## src/rtl/stm_reg_reader.sv

```systemverilog
// stm_reg_reader: read-side sequencer for an STM (store multiple).
// Walks a 16-bit register list from the lowest register to the highest. For each register it
// drives the register-file read port and streams one {address, data} word to memory over
// valid/ready. It also returns the base writeback address.
//
// Ports:
//   clk        system clock; all state updates on the rising edge
//   clr        synchronous reset, active-high; also aborts an operation in flight
//   start      start request, sampled only in IDLE
//   reg_list   bit i set = store Ri (sampled with start)
//   base_addr  base register value (sampled with start)
//   mode       00=IA 01=IB 10=DA 11=DB (sampled with start)
//   rf_ra      register-file read address
//   rf_y0      register-file read data, combinational with respect to rf_ra
//   mem_valid  {mem_addr, mem_data} valid
//   mem_ready  memory accepts the word when valid & ready at a rising edge
//   mem_addr   word address of the current transfer
//   mem_data   store data of the current transfer
//   busy       high in every state except IDLE
//   done       one-cycle pulse at the end of an operation
//   wb_addr    base writeback value; held until the next start
module stm_reg_reader #(
  parameter int unsigned DATA_W = 32,
  parameter int unsigned ADDR_W = 32,
  parameter int unsigned STEP   = 4
) (
  input  logic              clk,
  input  logic              clr,
  input  logic              start,
  input  logic [15:0]       reg_list,
  input  logic [ADDR_W-1:0] base_addr,
  input  logic [1:0]        mode,
  output logic [3:0]        rf_ra,
  input  logic [DATA_W-1:0] rf_y0,
  output logic              mem_valid,
  input  logic              mem_ready,
  output logic [ADDR_W-1:0] mem_addr,
  output logic [DATA_W-1:0] mem_data,
  output logic              busy,
  output logic              done,
  output logic [ADDR_W-1:0] wb_addr
);

  typedef enum logic [1:0] {StIdle, StRead, StSend, StFin} state_e;

  state_e            state_q, state_d;
  logic [15:0]       remaining_q, remaining_d;
  logic [ADDR_W-1:0] mem_addr_q, mem_addr_d;
  logic [DATA_W-1:0] mem_data_q, mem_data_d;
  logic              mem_valid_q, mem_valid_d;
  logic [ADDR_W-1:0] wb_addr_q, wb_addr_d;

  logic [ADDR_W-1:0] step_w;
  logic [ADDR_W-1:0] step_n;

  function automatic logic [4:0] popcount16(input logic [15:0] v);
    logic [4:0] cnt;
    cnt = '0;
    for (int i = 0; i < 16; i++) begin
      cnt = cnt + {4'd0, v[i]};
    end
    return cnt;
  endfunction

  // Scans from the top so that the final assignment is the lowest set bit.
  function automatic logic [3:0] lowest_idx(input logic [15:0] v);
    logic [3:0] idx;
    idx = '0;
    for (int i = 15; i >= 0; i--) begin
      if (v[i]) idx = 4'(i);
    end
    return idx;
  endfunction

  assign step_w = ADDR_W'(STEP);
  assign step_n = step_w * ADDR_W'(popcount16(reg_list));

  always_comb begin
    state_d     = state_q;
    remaining_d = remaining_q;
    mem_addr_d  = mem_addr_q;
    mem_data_d  = mem_data_q;
    mem_valid_d = mem_valid_q;
    wb_addr_d   = wb_addr_q;
    unique case (state_q)
      StIdle: begin
        if (start) begin
          remaining_d = reg_list;
          // The lowest register always goes to the lowest address, so the decrementing modes
          // start at the bottom of the block and count upward as well.
          unique case (mode)
            2'b00: begin
              mem_addr_d = base_addr;
              wb_addr_d  = base_addr + step_n;
            end
            2'b01: begin
              mem_addr_d = base_addr + step_w;
              wb_addr_d  = base_addr + step_n;
            end
            2'b10: begin
              mem_addr_d = base_addr - step_n + step_w;
              wb_addr_d  = base_addr - step_n;
            end
            default: begin
              mem_addr_d = base_addr - step_n;
              wb_addr_d  = base_addr - step_n;
            end
          endcase
          state_d = (reg_list != 16'd0) ? StRead : StFin;
        end
      end
      StRead: begin
        mem_data_d  = rf_y0;
        mem_valid_d = 1'b1;
        state_d     = StSend;
      end
      StSend: begin
        if (mem_ready) begin
          remaining_d = remaining_q & (remaining_q - 16'd1);
          mem_addr_d  = mem_addr_q + step_w;
          mem_valid_d = 1'b0;
          state_d     = (remaining_d != 16'd0) ? StRead : StFin;
        end
      end
      StFin: begin
        state_d = StIdle;
      end
      default: begin
        state_d = StIdle;
      end
    endcase
  end

  always_ff @(posedge clk) begin
    if (clr) begin
      state_q     <= StIdle;
      remaining_q <= '0;
      mem_addr_q  <= '0;
      mem_data_q  <= '0;
      mem_valid_q <= 1'b0;
      wb_addr_q   <= '0;
    end else begin
      state_q     <= state_d;
      remaining_q <= remaining_d;
      mem_addr_q  <= mem_addr_d;
      mem_data_q  <= mem_data_d;
      mem_valid_q <= mem_valid_d;
      wb_addr_q   <= wb_addr_d;
    end
  end

  assign rf_ra     = (state_q == StRead || state_q == StSend) ? lowest_idx(remaining_q) : 4'd0;
  assign mem_valid = mem_valid_q;
  assign mem_addr  = mem_addr_q;
  assign mem_data  = mem_data_q;
  assign busy      = (state_q != StIdle);
  assign done      = (state_q == StFin);
  assign wb_addr   = wb_addr_q;

endmodule

```

## config.mk

```make
export PLATFORM = sky130hd
export DESIGN_NAME = stm_reg_reader
export DESIGN_NICKNAME = d
export VERILOG_FILES = /design/src/rtl/stm_reg_reader.sv
export SDC_FILE = /design/constraint.sdc
export NUM_CORES = 1
export LEC_CHECK = 0
export CAP_MARGIN = 20
export CORE_ASPECT_RATIO = 1.25
export CORE_MARGIN = 5
export CORE_UTILIZATION = 48
export CTS_CLUSTER_DIAMETER = 120
export CTS_CLUSTER_SIZE = 14
export DETAILED_ROUTE_END_ITERATION = 10
export PLACE_DENSITY = 0.76
export SLEW_MARGIN = 15
export SYNTH_ARGS = -nofsm -noshare
export SYNTH_HDL_FRONTEND = slang
export SYNTH_SLANG_ARGS = --single-unit
```

## constraint.sdc

```tcl
create_clock -name clk -period 12.9 [get_ports clk]
set_clock_uncertainty 0.15 [all_clocks]
set_input_delay 1.29 -clock clk [delete_from_list [all_inputs] [get_ports clk]]
set_output_delay 1.29 -clock clk [all_outputs]
set_load 0.01 [all_outputs]
```

Word level (Yosys, flattened, before mapping) --
Cells that the tools add are included.
Cells by class: add/sub/neg operators 21, equality and inequality tests 7, mux-type cells 32, bitwise gates (word level) 1, reduce and logical (&&, ||, !) cells 13
Operator list (number):
- $add 32x3->32 const B | 3
- $mux 32 | 3
- $pmux 32 s3 | 1
- $mux 4 | 17
- $pmux 32 s2 | 1
- $add 5x1->5 | 11
- $add 32x7->32 | 1
- $mux 16 | 2
- $pmux 16 s2 | 1
- $reduce_bool 16->1 | 2
- $sub 32x7->32 | 1
- $and 16x16->16 | 1
- $sub 16x1->16 const B | 1
- $mux 2 | 4
- $pmux 2 s4 | 1
- $eq 2x2->1 const B | 3
- $reduce_and 2->1 | 3
- $reduce_bool 2->1 | 3
- $add 4x1->5 | 1
- $add 3x1->4 | 1
- $eq 2x1->1 const B | 2
- $logic_not 2->1 | 2
- $ne 2x2->1 const B | 2
- $add 2x1->3 | 1
- 6 further kinds | 6
Word-level totals: flip-flop bits (word level) 115, bits of input ports 86, output and inout port bits 103, logic and storage cells 80

Depth between registers and ports, before layout --
Gate-level depths: netlist of run 1.
word-level depth 20, depth in mapped cells 25, mapped depth without buffers 23

Worst setup path after synthesis of run 1 --
OpenSTA, ideal clock, no wires.
kind input-to-reg, start point input reg_list[0], end point register mem_addr_q[26] (netlist: mem_addr[26]), setup time 122 ps, arrival 7252 ps, required time 12628 ps, path slack 5376 ps, stages on the path 21, path buffers 2, path through inv_1 fa_1 fa_1 fa_1 fa_1 inv_1 ha_1 fa_1 xor2_1 inv_1 ha_1 clkbuf_1 o311ai_1 nand4_1 xor2_1 or2_1 or4_1 buf_2 or4_1 a311oi_1 nor2_1
Between the ends: cells in the longest elaborated chain, start to end 20
Ends and longest elaborated chain:
- start: declaration | RTL line 30 | input logic [15:0] reg_list,
- $add 1x1->2 * | RTL line 60 | cnt = cnt + {4'd0, v[i]};
- $add 2x1->3 * | RTL line 60
- $add 3x1->4 * | RTL line 60
- $add 4x1->5 * | RTL line 60
- $add 5x1->5 * (11 in a row) | RTL line 60
- $sub 32x7->32 * | RTL line 101, 105
- $add 32x3->32 | RTL line 101 | mem_addr_d = base_addr - step_n + step_w;
- $pmux 32 s3 * | RTL line 91 | unique case (mode)
- $mux 32 * | RTL line 87 | if (start) begin
- $pmux 32 s2 * | RTL line 85 | unique case (state_q)
- end signal: assignment | RTL line 145 | mem_addr_q <= mem_addr_d;
- end: declaration | RTL line 48 | logic [ADDR_W-1:0] mem_addr_q, mem_addr_d;
Every way passes the cells marked *; elsewhere a longest branch is shown, timed or not. The select of a mux whose other input is x is not followed. A chain may end at the register's enable or synchronous reset.

Worst setup path in the final report of run 1 --
start point input reg_list[11], end point register mem_addr_q[25] (netlist: mem_addr[25])
Between the ends: cells in the longest elaborated chain, start to end 10
Ends and longest elaborated chain (RTL line):
- $add 5x1->5 * (5 in a row) | 60
- $sub 32x7->32 * | 101, 105
- $add 32x3->32 | 101
- $pmux 32 s3 * | 91
- $mux 32 * | 87
- $pmux 32 s2 * | 85
Marked as above.

==> impl_results.md, run 1 <==
* Worst EP required at between 10 and 15 ns
* Die H at 167 um
* Fin crit share at 0.617
* Async S/R FF share, synth at 0
* Initial antenna violation count at 0
* Top_reg_cell synth: dfxtp_1
* Yosys cell types at 74
* Pin count of the biggest net entering global routing at 72
* H-tree Lvls at 4
* Synthesized area per cell at between 7 and 8 um^2
* Switch share at 0.449
* Final Max Tran Viols at 0
* Busiest grt layer: met2
* Final setup TNS at 0 ns
* CTS resizes at 0
* Layout Nets at between 1.5k and 2k
* Crit. End Element: flop
* CTS clk-pin slew, worst paths at ~0.060 ns
* Antenna Cells at 0
* Maximum clock path buffer count at 2
* Outcome: finished, final reports clean
* Register area share after synthesis at 0.242
* P_int at 1.33 mW
* Critical path's slowest cell: or4_1
* CTS Buf Count at 17
* Yosys Warn Count at 0
* GRT met2 Usage at 0.459
* Post-CTS Hold Buffers at 0
* Row count at 57
* GRT Overall Usage at 0.283
* Synth-to-Final Area Change at 26.9%
* Fill count at roughly 1.8k
* Psw at between 1 and 1.5 mW
* GR Util met1 at 0.372
* # IOs at around 190
* Clk sinks at 115
* Leakage at roughly 4.3 nW
* Setup repair bufs after CTS at 0
* Post-route ant nets at 0
* Initial Util at 0.489
* Max-cap violations at 0
* Critical path peak fanout at 9
* Setup violators final at 0
* Combinational share of power at 0.572
* Total Power at around 2.4 mW
* Wirelength per Cell at 19.0 um
* Commonest non-fill, non-tap cell in the layout: clkdlybuf4s50_1
* Clk pwr share at 0.198
* RSZ-0062 raised after global routing: false
* Crit path arrival time at 8.16 ns
* Clock root cell: clkbuf_16
* Routed vias/inst at 6.08
* CP Class: input port to flop
* CP Cell Sequence: clkdlybuf4s50_1, inv_1, fa_1, fa_1, fa_1, fa_1, inv_1, ha_1, fa_1, xor2_1, ha_1, nor2_1, o311a_1, nor2_1, nand4_1, xor2_1, or4_1, nor4_1, mux2_1, a211oi_1
* First-pass GRT wire length at ~53,000 um
* CTS tree: built
* Most frequent cell on the critical path: fa_1
* First-pass DRT Iterations at 6
* Total grt overflow at 0
* Power Dens Cells at between 150 and 200 nW/um^2
* Die W at between 100 and 150 um
* Worst slew margin at 0.227
* Post-synthesis cell count at between 1k and 1.5k
* Vias at between 10k and 15k
* Minimum clock period at 7.96 ns
* Seq pwr share at 0.229
* Worst-Skew Late Latency at about 0.43 ns
* Hpwl dp at roughly 24,000 um
* Final non-filler cell total at roughly 1.7k
* Peak VDD IR at 0.128 mV
* WL final at 33,000 um
* Placed cells at between 1.5k and 2k
* Drt initial violations at ~1.2k
* Min Hold Slack at slightly above 0.3 ns
* Most frequent cells in the layout: 187 x clkdlybuf4s50_1, 168 x nand2_1, 151 x nor2_1
* PortBufs at around 190
* Slowest stage delay, CP at a little over 0.7 ns
* Die Area at between 20,000 and 25,000 um^2
* Mapped Area at approximately 9500 um^2
* HP Class: flop to flop
* Peak Freq at around 130 MHz
* Fraction of layout cells with a size suffix above 1 at 0.0462
* Core Util, Final at 0.620
* Vias in the first global route at roughly 10k
* Core box area at between 15,000 and 20,000 um^2
* Hold Vio Cnt, Final at 0
* DRC violations left at 0
* Number of flops mapped to enable cells by yosys at 0
* GPL Wtd Cong at between 0.9 and 1
* R2R setup slack at ~8.7 ns
* #FFs+latches synth at between 100 and 150
* Worst slew pin tran at ~1.2 ns
* Post-synthesis net count at roughly 1.5k
* Setup crit start kind: input port
* Met3 Use GR at 0.0522
[synth_stat cells, types with 7 or more instances]
library cell	number	area (um^2)
fa_1	12	240
and3_1	11	68.8
o21ai_0	69	345
o31ai_1	8	60.1
nand3_1	32	160
nor2b_1	8	50.1
nand3b_1	10	75.1
buf_1	8	30.0
a31oi_1	18	113
nand4_1	22	138
clkbuf_1	84	315
a21oi_1	108	541
and2_1	7	43.8
o22ai_1	12	75.1
nor2_1	153	574
nand2_1	168	631
xor2_1	32	280
dfxtp_1	115	2300
a21o_1	13	97.6
nor4_1	25	156
or3_1	22	138
inv_1	53	199
nor3_1	55	275
a221oi_1	9	78.8
mux2i_1	39	390
a211oi_1	20	150
ha_1	27	338
a22oi_1	16	120
o21bai_1	8	60.1
o211ai_1	11	82.6
or4_1	7	52.6
xnor2_1	49	429
[through the flow]
| step | cell area [um^2] | setup WS [ns] |
|---|---|---|
| after global routing | 12100 | 4.69 |
| after floorplan | 9510 | 5.38 |
| after global placement | 11500 | 4.74 |
| final | 12100 | 4.94 |
| after CTS | 12100 | 5.02 |
| after detailed placement | 11500 | 4.60 |
[worst paths after layout]
kind                                               start                        end  depth (start not counted)
worst min register to register  wb_addr[17]$_SDFFE_PP0P_   wb_addr[17]$_SDFFE_PP0P_                          2
worst max-delay path                        reg_list[11]  mem_addr[25]$_SDFFE_PP0P_                         20
worst min-delay path            wb_addr[17]$_SDFFE_PP0P_   wb_addr[17]$_SDFFE_PP0P_                          2
worst max register to register   state_q[0]$_SDFFE_PP0P_  mem_addr[16]$_SDFFE_PP0P_                         13
[metal layers]
| metal | wire, um | vias to the layer above |
|---|---|---|
| li1 | - | 5046 |
| met1 | 13800 | 4892 |
| met2 | 15200 | 545 |
| met3 | 3020 | 83 |
| met4 | 984 | 0 |
| met5 | 0 | - |
[power groups by stage]
stage	clock network [mW]	logic, mW	registers [mW]
floorplan	0	0.863	0.571
global placement	0	1.34	0.554
detailed placement	0	1.36	0.558
CTS	0.483	1.37	0.552
global route	0.502	1.51	0.570
finish	0.479	1.38	0.553
[sequential cells by signal (all words and copies together), names as in the netlist]
signal       count
state_q          2
wb_addr         32
mem_data        32
remaining_q     16
mem_addr        32
mem_valid        1
[critical path, delay by kind of cell]
family	cells	cell delay (ns)
compound gates	2	0.61
buf+inv	3	0.62
fa+ha+maj	7	3.05
mux	1	0.36
simple gates	5	1.84
xor+xnor	2	0.39
[area by class of cell]
| type | instances | area, um^2 | area share |
|---|---|---|---|
| Tap cell | 265 | 332 | 0.0275 |
| Sequential cell | 115 | 2300 | 0.191 |
| Clock inverter | 12 | 130 | 0.0108 |
| Multi-Input combinational cell | 1070 | 6660 | 0.552 |
| Timing Repair Buffer | 202 | 1980 | 0.164 |
| Clock buffer | 20 | 457 | 0.0378 |
| Inverter | 54 | 203 | 0.0168 |
[kinds of logic (layout without fill, tap and decap cells)]
| group | count (synthesis) | count (layout) | share of synthesized area |
|---|---|---|---|
| muxes | 40 | 40 | 0.0422 |
| and+or+nand+nor | 554 | 554 | 0.280 |
| AOI/OAI and AO/OA | 352 | 352 | 0.236 |
| xor gates and xnor gates | 81 | 81 | 0.0746 |
| DFF | 115 | 115 | 0.242 |
| adders and majority gates | 43 | 43 | 0.0650 |
| buffers and inverters | 150 | 288 | 0.0610 |
(Power assumes the default switching activity.)
==> inputs of run 2 (changes only) <==
--- a/config.mk
+++ b/config.mk
@@ -12,7 +12,7 @@
 export CTS_CLUSTER_DIAMETER = 120
 export CTS_CLUSTER_SIZE = 14
 export DETAILED_ROUTE_END_ITERATION = 10
-export PLACE_DENSITY = 0.76
+export PLACE_DENSITY = 0.79
 export SLEW_MARGIN = 15
 export SYNTH_ARGS = -nofsm -noshare
 export SYNTH_HDL_FRONTEND = slang
==> constraint.sdc (replaced) <==
create_clock -name clk -period 7.3 [get_ports clk]
set_clock_uncertainty 0.15 [all_clocks]
set_input_delay 0.73 -clock clk [delete_from_list [all_inputs] [get_ports clk]]
set_output_delay 0.73 -clock clk [all_outputs]
set_load 0.01 [all_outputs]
==> impl_results.md, run 2 (same netlist as run 1, synthesis figures left out) <==
* Fin area at 12,400 um^2
* Peak Freq at between 100 and 150 MHz
* CTS tree: built
* Post-CTS Hold Buffers at 0
* Fin crit share at 0.955
* First-pass GRT wire length at approximately 53,000 um
* PortBufs at between 150 and 200
* Post-route ant nets at 0
* Most frequent cells in the layout: 187 x clkdlybuf4s50_1, 168 x nand2_1, 151 x nor2_1
* Final setup TNS at 0 ns
* Antenna Cells at 0
* Commonest non-fill, non-tap cell in the layout: clkdlybuf4s50_1
* HP Class: flop to flop
* Worst slack, placed at -0.0459 ns
* GRT Overall Usage at 0.287
* Critical path peak fanout at 9
* Worst setup margin at 0.326 ns
* Row count at 57
* First-pass DRT Iterations at 6
* GPL Wtd Cong at between 0.9 and 1
* Layout Nets at around 1.6k
* CTS resizes at 0
* Max-cap violations at 0
* CTS clk-pin slew, worst paths at ~0.060 ns
* Hold Vio Cnt, Final at 0
* Clk sinks at 115
* Vias in the first global route at between 10k and 15k
* Placed cells at approximately 1.8k
* Vias at around 11k
* Fill count at approximately 1.7k
* Maximum clock path buffer count at 2
* Synth-to-Final Area Change at 30.8%
* Worst-Skew Late Latency at 0.42 ns
* DRC violations left at 0
* Placed Area at approximately 12,000 um^2
* Leakage at between 4 and 5 nW
* Fraction of layout cells with a size suffix above 1 at 0.0769
* Setup repair bufs after CTS at 0
* Final Max Tran Viols at 0
* Worst slew margin at 0.231
* Initial Util at 0.489
* WL final at about 34,000 um
* # IOs at ~190
* Drt initial violations at between 1k and 1.5k
* Clock root cell: clkbuf_16
* Peak VDD IR at 0.196 mV
* Routed vias/inst at a little over 6
* Power Dens Cells at roughly 350 nW/um^2
* Core box area at between 15,000 and 20,000 um^2
* Crit path arrival time at 7.16 ns
* H-tree Lvls at 4
* Die H at ~170 um
* Minimum clock period at 6.97 ns
* Outcome: finished, final reports clean
* Setup crit start kind: input port
* Worst EP required at approximately 7.5 ns
* Die Area at 22,800 um^2
* CTS Buf Count at 17
* Pin count of the biggest net entering global routing at 85
* Total grt overflow at 0
* Initial antenna violation count at 0
* Crit. End Element: flop
* Setup violators final at 0
* CP Class: input port to flop
* Final non-filler cell total at about 1.8k
* Die W at 136 um
* Wirelength per Cell at 19.0 um
* Hpwl dp at roughly 25,000 um
* RSZ-0062 raised after global routing: false
* Worst slew pin tran at about 1.1 ns
==> run 2: cell type report <==
cell class / count / area [um^2] / share of cell area
Multi-Input combinational cell: 1070 / 6660 / 0.535
Sequential cell: 115 / 2300 / 0.185
Clock buffer: 19 / 443 / 0.0356
Tap cell: 265 / 332 / 0.0266
Timing Repair Buffer: 253 / 2370 / 0.190
Clock inverter: 11 / 138 / 0.0111
Inverter: 54 / 203 / 0.0163
==> run 2: worst paths after layout <==
check | start | to | slack (ns) | cells after the start
worst max-delay path | reg_list[1] | mem_addr[25]$_SDFFE_PP0P_ | 0.33 | 21
worst min-delay path | wb_addr[30]$_SDFFE_PP0P_ | wb_addr[30]$_SDFFE_PP0P_ | 0.30 | 2
worst max register to register | state_q[0]$_SDFFE_PP0P_ | mem_addr[16]$_SDFFE_PP0P_ | 3.70 | 11
worst min register to register | wb_addr[30]$_SDFFE_PP0P_ | wb_addr[30]$_SDFFE_PP0P_ | 0.30 | 2
==> run 2: critical path, cell delays in order <==
cell and delay (ns):
clkdlybuf4s50_1 0.48, inv_1 0.08, fa_1 0.54, fa_1 0.45
fa_1 0.51, fa_1 0.50, inv_1 0.05, ha_1 0.21
fa_1 0.41, a21o_1 0.19, and2_1 0.18, ha_1 0.38
inv_1 0.12, o311a_1 0.38, o311ai_0 0.18, a21oi_1 0.24
o211ai_1 0.12, or4_1 0.48, nor4_1 0.35, mux2_1 0.36
a211oi_1 0.20
==> run 2: metal layers <==
metal  global-route usage  routed length (um)  up-vias
met1                0.365               14200     5001
li1                     -                   -     5143
met3               0.0618                2940       86
met5                    0                   0        -
met2                0.472               15600      592
met4                0.115                1130        0
==> run 2: power by group <==
part	total, mW	internal (mW)	switching (mW)	leakage (nW)
combinational	2.53	1.10	1.44	3.37
clock	0.852	0.538	0.314	0.292
sequential	0.975	0.802	0.173	0.944
total	4.36	2.44	1.92	4.60
==> run 2: per-stage QoR <==
stage	hold WS, ns	utilization	total power [mW]
after global routing	0.321	0.639	4.65
after detailed placement	0.294	0.609	3.48
final	0.299	0.639	4.36
after global placement	0.292	0.609	3.42
after CTS	0.302	0.639	4.34
after floorplan	0.326	-	2.53
